==> src/rtl/ir_packet_tx.sv <==
// ir_packet_tx: parametrised IR remote-control packet transmitter.
// Frame: START burst, gap, CAR_SELECT burst, gap, then NUM_CMD_BITS command
// fields (ASSERT or DEASSERT burst + gap each, LSB first). Burst/gap sizes are
// in carrier periods and latched with COMMAND on the accept cycle.
// Ports:
//   CLK, RESET            clock, asynchronous active-high reset
//   SEND_PACKET, ABORT    start request (ignored while busy), abort in progress
//   COMMAND               command bits, bit i -> command field i
//   *_SIZE                burst/gap lengths in carrier periods (0 acts as 1)
//   IR_LED, CARRIER_EN    registered modulated LED drive, burst indicator
//   BUSY, DONE            packet in progress, one-cycle completion pulse
module ir_packet_tx #(
  parameter int NUM_CMD_BITS        = 4,
  parameter int COUNTER_WIDTH       = 12,
  parameter int CARRIER_HALF_PERIOD = 1389
) (
  input  logic                     CLK,
  input  logic                     RESET,
  input  logic                     SEND_PACKET,
  input  logic                     ABORT,
  input  logic [NUM_CMD_BITS-1:0]  COMMAND,
  input  logic [COUNTER_WIDTH-1:0] START_SIZE,
  input  logic [COUNTER_WIDTH-1:0] SELECT_SIZE,
  input  logic [COUNTER_WIDTH-1:0] GAP_SIZE,
  input  logic [COUNTER_WIDTH-1:0] ASSERT_SIZE,
  input  logic [COUNTER_WIDTH-1:0] DEASSERT_SIZE,
  output logic                     IR_LED,
  output logic                     CARRIER_EN,
  output logic                     BUSY,
  output logic                     DONE
);

  localparam int CW = COUNTER_WIDTH;
  localparam int FW = $clog2(NUM_CMD_BITS + 2);
  localparam logic [CW-1:0] ONE         = CW'(1);
  localparam logic [CW-1:0] HALF        = CW'(CARRIER_HALF_PERIOD);
  localparam logic [CW-1:0] PERIOD_LAST = CW'(2 * CARRIER_HALF_PERIOD - 1);
  localparam logic [FW-1:0] FIELD_CMD0  = FW'(2);
  localparam logic [FW-1:0] FIELD_LAST  = FW'(NUM_CMD_BITS + 1);

  typedef enum logic [1:0] {S_IDLE, S_BURST, S_GAP} state_t;

  state_t                  r_state, w_state_n;
  logic [CW-1:0]           r_phase, w_phase_n;
  logic [CW-1:0]           r_periods, w_periods_n;
  logic [FW-1:0]           r_field, w_field_n;
  logic [NUM_CMD_BITS-1:0] r_cmd;
  logic [CW-1:0]           r_start, r_select, r_gap, r_assert, r_deassert;
  logic                    r_ir_led, r_carrier_en, r_busy, r_done;
  logic                    w_done_n;
  logic [CW-1:0]           w_burst_len, w_seg_len;
  logic                    w_period_end, w_seg_end, w_cmd_shift;

  function automatic logic [CW-1:0] min1(input logic [CW-1:0] v);
    return (v == '0) ? ONE : v;
  endfunction

  // Command bits are consumed LSB first by shifting after each command gap,
  // so the current command field always reads r_cmd[0].
  always_comb begin
    w_burst_len = (r_field == '0)            ? r_start  :
                  (r_field == FW'(1))        ? r_select :
                  r_cmd[0]                   ? r_assert : r_deassert;
    w_seg_len    = (r_state == S_GAP) ? r_gap : w_burst_len;
    w_period_end = (r_phase == PERIOD_LAST);
    w_seg_end    = w_period_end && (r_periods == w_seg_len - ONE);
    w_cmd_shift  = (r_state == S_GAP) && w_seg_end && (r_field >= FIELD_CMD0);
  end

  always_comb begin
    w_state_n   = r_state;
    w_phase_n   = r_phase;
    w_periods_n = r_periods;
    w_field_n   = r_field;
    w_done_n    = 1'b0;

    if (r_state != S_IDLE) begin
      w_phase_n   = w_period_end ? '0 : r_phase + ONE;
      w_periods_n = w_seg_end ? '0 : (w_period_end ? r_periods + ONE : r_periods);
    end

    case (r_state)
      S_IDLE: begin
        if (SEND_PACKET) begin
          w_state_n   = S_BURST;
          w_phase_n   = '0;
          w_periods_n = '0;
          w_field_n   = '0;
        end
      end
      S_BURST: begin
        if (w_seg_end) w_state_n = S_GAP;
      end
      S_GAP: begin
        if (w_seg_end) begin
          if (r_field == FIELD_LAST) begin
            w_state_n = S_IDLE;
            w_field_n = '0;
            w_done_n  = 1'b1;
          end else begin
            w_state_n = S_BURST;
            w_field_n = r_field + FW'(1);
          end
        end
      end
      default: w_state_n = S_IDLE;
    endcase

    if (ABORT && (r_state != S_IDLE)) begin
      w_state_n   = S_IDLE;
      w_phase_n   = '0;
      w_periods_n = '0;
      w_field_n   = '0;
      w_done_n    = 1'b0;
    end
  end

  always_ff @(posedge CLK or posedge RESET) begin
    if (RESET) begin
      r_state   <= S_IDLE;
      r_phase   <= '0;
      r_periods <= '0;
      r_field   <= '0;
    end else begin
      r_state   <= w_state_n;
      r_phase   <= w_phase_n;
      r_periods <= w_periods_n;
      r_field   <= w_field_n;
    end
  end

  always_ff @(posedge CLK or posedge RESET) begin
    if (RESET) begin
      r_cmd      <= '0;
      r_start    <= '0;
      r_select   <= '0;
      r_gap      <= '0;
      r_assert   <= '0;
      r_deassert <= '0;
    end else if ((r_state == S_IDLE) && SEND_PACKET) begin
      r_cmd      <= COMMAND;
      r_start    <= min1(START_SIZE);
      r_select   <= min1(SELECT_SIZE);
      r_gap      <= min1(GAP_SIZE);
      r_assert   <= min1(ASSERT_SIZE);
      r_deassert <= min1(DEASSERT_SIZE);
    end else if (w_cmd_shift) begin
      r_cmd <= r_cmd >> 1;
    end
  end

  // Outputs are registered from the next-state values so they line up with
  // the state/phase they describe and never glitch.
  always_ff @(posedge CLK or posedge RESET) begin
    if (RESET) begin
      r_ir_led     <= 1'b0;
      r_carrier_en <= 1'b0;
      r_busy       <= 1'b0;
      r_done       <= 1'b0;
    end else begin
      r_carrier_en <= (w_state_n == S_BURST);
      r_ir_led     <= (w_state_n == S_BURST) && (w_phase_n < HALF);
      r_busy       <= (w_state_n != S_IDLE);
      r_done       <= w_done_n;
    end
  end

  assign IR_LED     = r_ir_led;
  assign CARRIER_EN = r_carrier_en;
  assign BUSY       = r_busy;
  assign DONE       = r_done;

endmodule

==> config.mk <==
export PLATFORM = sky130hd
export DESIGN_NAME = ir_packet_tx
export DESIGN_NICKNAME = d
export VERILOG_FILES = /design/src/rtl/ir_packet_tx.sv
export SDC_FILE = /design/constraint.sdc
export NUM_CORES = 1
export LEC_CHECK = 0
export CORE_MARGIN = 2
export CORE_UTILIZATION = 52
export CTS_BUF_LIST = sky130_fd_sc_hd__clkbuf_8
export DETAILED_ROUTE_END_ITERATION = 12
export PLACE_DENSITY_LB_ADDON = 0.2
export SLEW_MARGIN = 15
export SYNTH_ARGS = -nofsm -noshare
export SYNTH_HDL_FRONTEND = slang
export SYNTH_SLANG_ARGS = --single-unit
==> constraint.sdc <==
create_clock -name CLK -period 3.96 [get_ports CLK]
set_input_delay 0.396 -clock CLK [delete_from_list [all_inputs] [get_ports CLK]]
set_output_delay 0.396 -clock CLK [all_outputs]
set_load 0.05 [all_outputs]
# [Yosys cells after proc, flatten, opt, wreduce, memory -nomap -nowiden]
# Cells that the tools add are included.
[word_totals] regBits=97 in_bits=68
[classes] addsub=4 n_lt_le_gt_ge=2 n_eq_ne=9 n_mux=37 reduce_logical=18
[ops] op="two-way mux 12 bit" n=20
[ops] op="zero test 12 bit" n=5
[ops] op="adder 12 x 1 -> 12 bit (second input constant)" n=2
[ops] op="== test 12 bit" n=1
[ops] op="== test 12 bit (second input constant)" n=1
[ops] op="less-than comparator 12 x 11 -> 1 bit (second input constant)" n=1
[ops] op="two-way mux 3 bit" n=4
[ops] op="subtractor 12 x 1 -> 12 bit (second input constant)" n=1
[ops] op="two-way mux 2 bit" n=4
[ops] op="two-way mux 4 bit" n=2
[ops] op="logical AND 1 bit" n=6
[ops] op="one-hot mux 2 bit (3 select lines)" n=1
[ops] op="one-hot mux 3 bit (2 select lines)" n=1
[ops] op="nonzero test 2 bit" n=3
[ops] op="two-way mux 1 bit" n=5
[ops] op="== test 2 x 1 -> 1 bit (second input constant)" n=2
[ops] op="adder 3 x 1 -> 3 bit (second input constant)" n=1
[ops] op="== test 3 x 1 -> 1 bit (second input constant)" n=1
[ops] op="== test 3 bit (second input constant)" n=1
[ops] op=">= comparator 3 x 2 -> 1 bit (second input constant)" n=1
[ops] op="zero test 3 bit" n=1
[ops] op="!= test 3 x 2 -> 1 bit (second input constant)" n=1
[ops] op="!= test 3 bit (second input constant)" n=1
[ops] op="AND reduction 3 bit" n=1
[ops] op="3 further kinds" n=3

# [Depth between registers and ports, before layout]
[depth] depth_word=12 depth_mapped=16 ltp_nobuf=13

# [Worst setup path after synthesis]
# No wires, ideal clock.
[synth_path] path_kind="flip-flop to flip-flop" start="reg r_cmd[0]" end="reg r_ir_led (netlist: IR_LED)" setup_time_ns=0.082 arrival_time_ns=3.890 t_required_ns=3.878 setup_slack_ns=-0.012 path_stages_with_launch=16 synth_period_minus_slack_ns=3.972 cell_sequence="dfrtp_1 buf_2 buf_2 mux2i_1 mux2i_1 mux2i_1 ha_1 o21ai_0 a221o_1 or4_4 nor4b_2 a211oi_1 or4_1 buf_2 or4b_4 a31oi_1"
[synth_between] elab_chain_len=12
[synth_rtl] element="from (decl)" line="47" source="logic [NUM_CMD_BITS-1:0] r_cmd;"
[synth_rtl] element="from (signal assigned)" line="148" source="r_cmd <= r_cmd >> 1;"
[synth_rtl] element="two-way mux 12 bit *" line="63" source="r_cmd[0] ? r_assert : r_deassert;"
[synth_rtl] element="two-way mux 12 bit *" line="62" source="(r_field == FW'(1)) ? r_select :"
[synth_rtl] element="two-way mux 12 bit *" line="61" source="w_burst_len = (r_field == '0) ? r_start :"
[synth_rtl] element="two-way mux 12 bit *" line="64" source="w_seg_len = (r_state == S_GAP) ? r_gap : w_burst_len;"
[synth_rtl] element="subtractor 12 x 1 -> 12 bit *" line="66" source="w_seg_end = w_period_end && (r_periods == w_seg_len - ONE);"
[synth_rtl] element="== test 12 bit *" line="66"
[synth_rtl] element="logical AND 1 bit *" line="66"
[synth_rtl] element="two-way mux 2 bit (on tied branches)" line="95, 92"
[synth_rtl] element="one-hot mux 2 bit (3 select lines) *" line="82" source="case (r_state)"
[synth_rtl] element="two-way mux 2 bit *" line="109" source="if (ABORT && (r_state != S_IDLE)) begin"
[synth_rtl] element="== test 2 x 1 -> 1 bit *" line="162" source="r_ir_led <= (w_state_n == S_BURST) && (w_phase_n < HALF);"
[synth_rtl] element="logical AND 1 bit *" line="162"
[synth_rtl] element="to (signal assigned)" line="162"
[synth_rtl] element="to (decl)" line="49" source="logic r_ir_led, r_carrier_en, r_busy, r_done;"
# Mark *: on every way between the ends. The rest lies on a longest branch, timed or not.
# A chain may end at the register's enable or synchronous reset.

# [Final worst setup path]
[layout_path] start="reg r_field[0]" end="reg r_state[1]"
[layout_between] elab_chain_len=10
[layout_rtl] element="from (decl)" line="46" source="logic [FW-1:0] r_field, w_field_n;"
[layout_rtl] element="from (signal assigned)" line="128" source="r_field <= w_field_n;"
[layout_rtl] element="== test 3 x 1 -> 1 bit" line="62"
[layout_rtl] element="two-way mux 12 bit" line="62"
[layout_rtl] element="two-way mux 12 bit *" line="61"
[layout_rtl] element="two-way mux 12 bit *" line="64"
[layout_rtl] element="subtractor 12 x 1 -> 12 bit *" line="66"
[layout_rtl] element="== test 12 bit *" line="66"
[layout_rtl] element="logical AND 1 bit *" line="66"
[layout_rtl] element="two-way mux 2 bit (on tied branches)" line="95, 92"
[layout_rtl] element="one-hot mux 2 bit (3 select lines) *" line="82"
[layout_rtl] element="two-way mux 2 bit *" line="109"
[layout_rtl] element="net w_state_n[1]" line="43" source="state_t r_state, w_state_n;"
[layout_rtl] element="to (signal assigned)" line="125" source="r_state <= w_state_n;"
[layout_rtl] element="to (decl)" line="43"
# Mark *: on every way through the listed nets, which the timed path passes. The rest lies on a longest branch.

==> results.rst <==
.. list-table::
   :header-rows: 1

   * - Metric
     - Value
   * - Status
     - completed
   * - CTS Root Cell
     - clkbuf_8
   * - Worst vdd rail ir drop
     - 228 µV
   * - Post-synthesis sequential area ratio
     - 0.464
   * - Number of optimization iterations in the first detailed-route pass
     - 4
   * - Crit. End Element
     - register
   * - HPWL reported at the end of detailed placement
     - 10000 µm
   * - Clock latency on the worst-skew pair
     - 380 ps
   * - Synth Cell Area
     - 0.00524 mm²
   * - Starting density of the core
     - 0.536
   * - Buf+Inv Stages, Crit Path
     - 1
   * - Area growth, synth to finish
     - 23.2%
   * - Number of failing hold endpoints at the final stage
     - 0
   * - DR vias/cell
     - 5.62
   * - Count of unresolved DRC violations after routing
     - 0
   * - Total Routed Length
     - 13500 µm
   * - Library cell with the highest instance count after synthesis
     - nand2_1
   * - Post-synth top area cell
     - dfrtp_1
   * - Worst-case clock buffer depth
     - 2
   * - CP Data Required Time
     - 4260 ps
   * - I/O pin cnt
     - 72
   * - P per Cell Area
     - 432 mW/mm²
   * - Die X
     - 104 µm
   * - Final estimated routing congestion in global placement
     - 0.867
   * - Vias after detailed routing
     - 4606
   * - Clock Skew
     - 8.08 ps
   * - Maximum fanout count along the critical path
     - 6
   * - Number of diodes added for antenna fixing
     - 0
   * - Synthesis Warnings
     - 0
   * - Max incr delay on CP
     - 580 ps
   * - Worst hold path type
     - input pin to asynchronous set/reset pin
   * - Number of nets in the final layout
     - 754
   * - Die H
     - 104 µm
   * - Post-route worst setup slack
     - 123 ps
   * - Iteration-0 DRC Markers
     - 270
   * - Leakage
     - 0.00287 µW
   * - Die Outline Area
     - 0.0109 mm²
   * - Cell Count, Final, Fillers Out
     - 820
   * - Final sum of negative setup slack
     - 0 ps
   * - Top post-synthesis cells by area
     - dfrtp_1 (46%), nand2_1 (14%), mux2i_1 (4.8%)
   * - Pre-CTS setup slack
     - 0.357 ps
   * - Remaining global-route overflow
     - 0
   * - Count of H-tree levels built during CTS
     - 3
   * - Worst slew pin tran
     - 1080 ps
   * - Total of endpoints with negative setup slack in the final report
     - 0
   * - Synth Net Count
     - 676
   * - Core region area
     - 0.00977 mm²
   * - Final critical-path required period
     - 3840 ps
   * - Max_slew headroom
     - 0.281
   * - Routed length per placed instance
     - 16.5 µm
   * - Port Buffers
     - 71
   * - Worst hold margin
     - 456 ps
   * - Number of cells after detailed placement
     - 797
   * - Data arrival time of the critical path
     - 4130 ps
   * - Final clock period utilization by the worst path
     - 0.969
   * - Crit-path cells
     - mux2i_1 > mux2i_1 > mux2i_1 > ha_2 > o21ai_0 > a221o_1 > or4_4 > nor4b_2 > a211oi_1 > or4_4 > buf_4 > or4_1 > a21oi_1
   * - Pins over their slew limit
     - 0
   * - Most used flip-flop cell after synthesis
     - dfrtp_1
   * - Number of synthesized register bits
     - 97
   * - Number of clock sinks
     - 97
   * - Delay-heaviest family, CP
     - simple AND/OR/NAND/NOR gates
   * - Async set or reset register ratio after synthesis
     - 1.00
   * - Slowest cell on the critical path
     - or4_4
   * - Worst-path clk slew
     - 100 ps
   * - Number of enable-type register cells in the synthesized netlist
     - 0
   * - CTS Buf Count
     - 9
   * - Synthesized netlist cell count
     - 604
   * - # rows
     - 36
   * - Share of final-layout standard cells stronger than drive strength 1
     - 0.0946
   * - Number of antenna violations at the first check in global routing
     - 0
   * - Achievable clock frequency
     - 261 MHz
   * - GRT Resource Usage Total
     - 0.255
   * - Portion of synthesized cell area occupied by the leading cell type
     - 0.464
   * - Via count of the first global-routing pass
     - 4532
   * - Max-capacitance violation count
     - 0
   * - Number of distinct standard cells referenced by the synthesized netlist
     - 55
   * - Pin count of the biggest net entering global routing
     - 73
   * - Avg Cell Area, Syn
     - 8.67 µm²
   * - Final ANT Viol Nets
     - 0
   * - Global-route wire length before repair
     - 22200 µm
   * - Top cell by count, worst path
     - mux2i_1
   * - Leading post-synthesis cells by instance count
     - nand2_1 (190), dfrtp_1 (97), nor2_1 (36)
   * - Critical Setup Path Class
     - register to register
   * - Element type at the critical path start
     - register
   * - Clock tree from TritonCTS
     - yes
-- repair_timing --
item,4_1_cts,5_1_grt
hold buffers,0,0
gates resized for setup,0,10
endpoints found under the setup margin,0,23
buffers inserted,0,7
-- worst register-to-register path, delay by kind of cell (launching register included) --
family / cells / cell delay (ps)
flip-flops: 1 / 420
multiplexers: 3 / 530
buffers and inverters: 1 / 180
adder cells (fa/ha/maj): 1 / 240
AND/OR/NAND/NOR: 4 / 1690
AO/OA/AOI/OAI: 4 / 700
-- metrics by stage --
stage	total power, µW	utilization	area (µm²)
global placement	2010	0.628	6140
floorplan	1750	-	5240
global route	2940	0.660	6450
CTS	2760	0.651	6360
detailed placement	2040	0.628	6140
finish	2780	0.660	6450
-- sequential cells by signal (all words and copies together), names as in the netlist --
register / cells
r_deassert: 12
IR_LED: 1
r_state: 2
r_gap: 12
r_assert: 12
r_field: 3
r_periods: 12
DONE: 1
r_cmd: 4
CARRIER_EN: 1
r_start: 12
r_select: 12
r_phase: 12
BUSY: 1
-- cell families (layout without fill, tap and decap cells) --
group | after synthesis | after routing | share of synthesized area
fa+ha+maj | 4 | 4 | 0.00956
buf+inv | 41 | 124 | 0.0323
mux | 28 | 28 | 0.0542
compound gates | 92 | 92 | 0.118
flops | 97 | 97 | 0.464
simple gates | 307 | 307 | 0.262
xor+xnor | 35 | 35 | 0.0612
-- report_power, final --
part | switching, µW | internal, µW
sequential | 109 | 1140
clock | 363 | 374
combinational | 456 | 343
total | 928 | 1860
-- cells in the final DEF, fill, tap and decap left out, types with 3 or more instances in the layout --
master and count:
nand2_1 189, xor2_1 15, nand4_1 8, nor4_1 14, ha_1 3, xnor2_1 19
mux2i_1 24, dfrtp_2 3, o31ai_1 3, clkbuf_8 10, o211ai_1 3, inv_1 9
mux2_2 3, clkdlybuf4s50_1 71, o21ai_0 21, dfrtp_1 94, nand3_1 15, a21o_1 3
buf_4 27, a211oi_1 4, nor3_1 12, nor2_1 36, a21oi_1 20, a31oi_1 12
and3_1 3, or3_1 6, a221oi_1 4, a221o_1 9, nand2b_1 3
-- metal layers --
| metal | routed length (µm) | GRT usage | vias up |
|---|---|---|---|
| li1 | - | - | 2239 |
| met1 | 6280 | 0.348 | 2229 |
| met2 | 6470 | 0.419 | 118 |
| met3 | 517 | 0.0395 | 20 |
| met4 | 254 | 0.0801 | 0 |
| met5 | 0 | 0 | - |
-- worst paths after layout --
| check | endpoint | slack (ps) | from | cells past startpoint |
|---|---|---|---|---|
| worst max-delay path | r_state[1]$_DFF_PP0_ | 120 | r_field[0]$_DFFE_PP0P_ | 13 |
| worst min-delay path | r_start[10]$_DFFE_PP0P_ | 460 | RESET | 3 |
| worst max register to register | r_state[1]$_DFF_PP0_ | 120 | r_field[0]$_DFFE_PP0P_ | 13 |
| worst min register to register | r_deassert[6]$_DFFE_PP0P_ | 480 | r_deassert[6]$_DFFE_PP0P_ | 2 |
| max in group asynchronous | r_field[2]$_DFFE_PP0P_ | 2890 | RESET | 3 |
| min in group CLK | r_deassert[6]$_DFFE_PP0P_ | 480 | r_deassert[6]$_DFFE_PP0P_ | 2 |
-- final cells by class --
class,count,area [µm²]
Sequential cell,97,2430
Fill cell,859,3330
Clock inverter,6,88.8
Tap cell,133,166
Inverter,10,38.8
Clock buffer,10,138
Multi-Input combinational cell,466,2670
Timing Repair Buffer,98,913
Power figures use the tool's default switching activity.
==> variant 1, RTL diff (same settings) <==
`COUNTER_WIDTH`: 12 -> 24.
--- a/src/rtl/ir_packet_tx.sv
+++ b/src/rtl/ir_packet_tx.sv
@@ -11,7 +11,7 @@
 //   BUSY, DONE            packet in progress, one-cycle completion pulse
 module ir_packet_tx #(
   parameter int NUM_CMD_BITS        = 4,
-  parameter int COUNTER_WIDTH       = 12,
+  parameter int COUNTER_WIDTH       = 24,
   parameter int CARRIER_HALF_PERIOD = 1389
 ) (
   input  logic                     CLK,
Interface: changed (5 resized); port bits go from 72 to 132. No check against the original RTL was run, so the function may have changed too.
==> variant 1 against the unedited design <==
The flow now finishes with violations (setup timing). Synthesized area up 88%. Design area is 99% higher. Count of clock-buffer cells in the layout up 8. Worst setup slack got worse by 260 ps. Sequential cell count increased by 84. Via count increased by 98%. Routed wire length is 110% higher. Total power rose by 88%. Largest cell class unchanged. Highest routed layer unchanged.
==> variant 1: results <==
metrics = {
    "synthesis": {
        "syn_avg_cell_area_sq_um": 8.56,
        "synth.cells.most_frequent": "407 x nand2_1, 181 x dfrtp_1, 90 x nor2_1",
        "synth_seq_area_share_pct": 46.1,
        "yosysWarnings": 0,
        "synth_cell_types": 68,
        "synth_nets": 1279,
        "synth_area_leaders": "dfrtp_1 46%, nand2_1 16%, mux2i_1 4.4%",
        "synth_ff_type": "dfrtp_1",
    },
    "routing": {
        "initialDrtViolationCount": 793,
        "ant_nets": 0,
        "wirelength_mm": 28.4,
        "drt-met1-wl_mm": 12.1,
        "met3_wirelength_mm": 1.82,
        "routedWlPerCell_um": 17.7,
        "first_pass_iters": 6,
        "wl_met2_mm": 13.4,
        "avgViaCountPerCell": 5.69,
    },
    "placed_design": {
        "place_ws_ps": -103,
        "portBuffers": 131,
        "place_area_sq_mm": 0.0119,
        "dp_hpwl_mm": 21.1,
        "place.gp.congestion": 1.00,
    },
    "timing": {
        "worst_clock_skew_ps": 18.1,
        "worstMarginPinSlew_ps": 839,
        "setup_tns_ps": -1180,
        "setup_ws_ps": -140,
        "setup_viol": 25,
    },
    "setup_path": {
        "cp_top_family": "simple AND/OR/NAND/NOR gates",
        "slowest_stage": "or4_4",
        "critPathMaxFanout": 6,
        "cpPeakStageDelay_ps": 540,
        "arrival_ps": 4470,
    },
    "outcome": {
        "violations": "setup timing",
        "outcome": "complete, but fails checks",
    },
    "grt": {
        "grt_pass1_wl_mm": 44.5,
        "first_global_vias": 8619,
        "use_met2_pct": 45.6,
        "grt-busiest-layer": "met2",
        "use_met1_pct": 38.5,
        "grt_max_degree": 130,
        "grt_use_met3_pct": 6.07,
        "grt_usage_pct": 28.6,
    },
    "cts": {
        "cts_hold_buf": 0,
        "cts_buffers": 17,
        "clock_latency_ps": 490,
        "htree_levels": 4,
        "path_clk_slew_ps": 120,
        "root_buffer": "clkbuf_8",
        "clock_path_buffers": 2,
    },
    "pwr": {
        "power.total_mw": 5.23,
        "p_switching_mw": 1.85,
        "clk-power_mw": 1.32,
        "irDropWorstVdd_uv": 235,
        "pg_comb_mw": 1.58,
        "p_leak_nw": 5.89,
    },
    "cells_and_area": {
        "fin_nets": 1490,
        "drive_above_1_share_pct": 16.4,
    },
}
[variant 1: cell count changes in the layout (fill, tap and decap cells not counted), moves of 9 or more]
cell and change:
and3_1 +11, buf_4 +80, clkdlybuf4s50_1 +60, dfrtp_1 +83, mux2_2 +11, mux2i_1 +11, nand2_1 +216, nand4_1 +9
nor2_1 +48, nor4_1 +23, o21ai_0 -9, xnor2_1 +14, xor2_1 +25
[variant 1: what timing repair did]
| item | in CTS | in global routing |
|---|---|---|
| buffers inserted | 14 | 17 |
| resized for setup | 10 | 51 |
| pin swaps | 5 | 24 |
| setup endpoints to repair | 35 | 36 |
| gates cloned | 0 | 1 |
[variant 1: path summary, 6_finish.rpt]
path	slack, ps	to	startpoint	cells after the start
setup reg to reg	-140	r_field[1]$_DFFE_PP0P_	r_cmd[0]$_DFFE_PP0P_	14
hold reg to reg	490	r_select[12]$_DFFE_PP0P_	r_select[12]$_DFFE_PP0P_	2
setup / recovery	-140	r_field[1]$_DFFE_PP0P_	r_cmd[0]$_DFFE_PP0P_	14
max in group asynchronous	2960	r_select[2]$_DFFE_PP0P_	RESET	3
hold / removal	430	r_deassert[4]$_DFFE_PP0P_	RESET	3
min in group CLK	450	r_assert[13]$_DFFE_PP0P_	ASSERT_SIZE[13]	3
[variant 1: cells by family after synthesis]
| kind of cell | share of synthesized area [%] |
|---|---|
| compound gates | 7.86 |
| fa+ha+maj | 0.510 |
| xor+xnor | 6.78 |
| mux | 6.48 |
| simple gates | 29.6 |
| flops | 46.1 |
| buf+inv | 2.68 |
[variant 1: cell type report]
cell class	count	area, sq um
fill	1467	5790
multi-input combinational	904	5320
sequential	181	4530
timing repair buffer	247	2260
tap	234	293
clock buffer	18	248
clock inverter	14	170
inverter	7	30.0
==> variant 2, RTL diff (same settings) <==
Made on the original files. Register the output `IR_LED` once more, cleared by the reset; this adds one clock of latency there. The other outputs are not delayed to match. Comments in the files are not updated.
--- a/src/rtl/ir_packet_tx.sv
+++ b/src/rtl/ir_packet_tx.sv
@@ -165,7 +165,13 @@
     end
   end
 
-  assign IR_LED     = r_ir_led;
+  always_ff @(posedge CLK or posedge RESET) begin
+    if (RESET) begin
+      IR_LED <= '0;
+    end else begin
+      IR_LED <= r_ir_led;
+    end
+  end
   assign CARRIER_EN = r_carrier_en;
   assign BUSY       = r_busy;
   assign DONE       = r_done;
Formal check against the unedited RTL: not equivalent (Yosys sat finds a counterexample within 4 cycles, from zero or initial values and one cycle with RESET high).
==> variant 2 against the unedited design <==
Total power about the same. Synthesized area increased by 0.48%. Design area increased by 0.60%. Sequential cell count increased by 1. Routed wire length decreased by 2.3%. Worst setup slack improved by 27 ps. Critical path depth decreased by 2. Clock power decreased by 3.5%. Critical path type unchanged.
==> variant 2: results <==
metrics = {
    "synthesis": {
        "muxShareOfSynthArea_pct": 5.40,
        "synth_area_leaders": "dfrtp_1 47%, nand2_1 14%, mux2i_1 4.8%",
        "synth-adder-area-share_pct": 0.951,
        "synth_compound_area_share_pct": 11.7,
        "synth_xor_area_share_pct": 6.09,
        "synth_seq_area_share_pct": 46.6,
        "synth-edff-count": 0,
        "yosysWarnings": 0,
        "synth_cell_types": 55,
        "synthCells": 605,
        "synth_nets": 677,
        "ys_async_sr_fraction_pct": 100,
        "synth.cells.most_frequent": "190 x nand2_1, 98 x dfrtp_1, 36 x nor2_1",
    },
    "grt": {
        "grt_usage_pct": 25.2,
        "first_global_vias": 4422,
        "grt_max_degree": 73,
        "grt_pass1_wl_mm": 21.9,
    },
    "timing": {
        "worstMarginPinSlew_ps": 1080,
        "worst_clock_skew_ps": 10.8,
        "timing.fmax_mhz": 262,
    },
    "setup_path": {
        "arrival_ps": 4120,
        "critPathMaxFanout": 8,
        "timing.rr.end": "r_ir_led$_DFF_PP0_",
        "ff2ff_path_depth": 11,
        "worst_r2r_startpoint": "r_state[0]$_DFF_PP0_",
        "timing.reg2reg.setup_slack_ps": 150,
        "worst-setup-path-type": "reg2reg",
    },
    "placed_design": {
        "place.gp.congestion": 0.890,
        "portBuffers": 71,
        "place_ws_ps": -77.0,
        "place_inst": 796,
        "dp_hpwl_mm": 9.85,
    },
    "cts": {
        "cts_hold_buf": 0,
        "htree_levels": 3,
        "clock_path_buffers": 2,
        "clock_latency_ps": 380,
    },
    "routing": {
        "wirelength_mm": 13.2,
        "initialDrtViolationCount": 316,
        "avgViaCountPerCell": 5.64,
        "first_pass_iters": 6,
        "via_count": 4619,
    },
    "cells_and_area": {
        "diodes": 0,
        "n_fill_cell": 891,
        "drive_above_1_share_pct": 8.75,
        "fin_nets": 753,
    },
    "worst_hold_path": {
        "hold_path.class": "reg2reg",
    },
    "pwr": {
        "irDropWorstVdd_uv": 271,
        "p_leak_nw": 2.90,
    },
    "outcome": {
        "outcome": "completed",
    },
}
variant 2: cell count changes after synthesis:
cell,change
dfrtp_1,+1
variant 2: layout make-up:
class	instances	area, sq um	area share, %
Inverter	10	38.8	0.598
Timing Repair Buffer	96	915	14.1
Clock buffer	10	138	2.12
Clock inverter	6	81.3	1.25
Tap cell	133	166	2.57
Multi-Input combinational cell	466	2700	41.5
Sequential cell	98	2450	37.8
variant 2: cells by family (layout without fill, tap and decap cells):
logic type               after synthesis  after routing
multiplexers                          28             28
buffers and inverters                 41            122
AO/OA/AOI/OAI                         92             92
AND/OR/NAND/NOR                      307            307
XOR/XNOR                              35             35
flip-flops                            98             98
adder cells (fa/ha/maj)                4              4
variant 2: critical path, stage by stage, from the launching register on:
cell and delay (ps):
dfrtp_1 550, nand2b_1 190, mux2i_1 270, ha_2 230
o21ai_0 90, a221o_1 310, or4_4 460, a211oi_2 180
o211ai_1 160, or4_4 600, or4b_4 550, a31oi_1 160
variant 2: metrics by stage:
step	hold slack, ps	area, sq um	power (mW)
floorplan	331	5260	1.77
global route	377	6490	2.94
CTS	357	6390	2.76
global placement	335	6160	2.02
detailed placement	337	6160	2.05
finish	356	6490	2.79
variant 2: power breakdown:
part	internal, mW	switching [mW]
Clock	0.370	0.341
Combinational	0.353	0.463
Sequential	1.15	0.108
variant 2: how the worst min path moves through the flow:
stage	depth (start not counted)	to	slack [ps]	startpoint
6_report	0	IR_LED$_DFF_PP0_	360	r_ir_led$_DFF_PP0_
3_3_place_gp	0	IR_LED$_DFF_PP0_	330	r_ir_led$_DFF_PP0_
4_1_cts	0	IR_LED$_DFF_PP0_	360	r_ir_led$_DFF_PP0_
2_1_floorplan	0	IR_LED$_DFF_PP0_	330	r_ir_led$_DFF_PP0_
3_5_place_dp	0	IR_LED$_DFF_PP0_	340	r_ir_led$_DFF_PP0_
5_1_grt	0	IR_LED$_DFF_PP0_	380	r_ir_led$_DFF_PP0_
variant 2: what timing repair did:
| action | in CTS | in global routing |
|---|---|---|
| buffers inserted | 0 | 7 |
| endpoints found under the setup margin | 4 | 22 |
| resized for setup | 2 | 10 |
| pin swaps | 0 | 4 |
variant 2: routing by layer:
layer / global-route usage (%) / up-vias / routed length [um]
li1: - / 2240 / -
met1: 33.7 / 2215 / 5910
met2: 41.1 / 144 / 6220
met3: 5.43 / 20 / 790
met4: 8.29 / 0 / 286
met5: 0 / - / 0
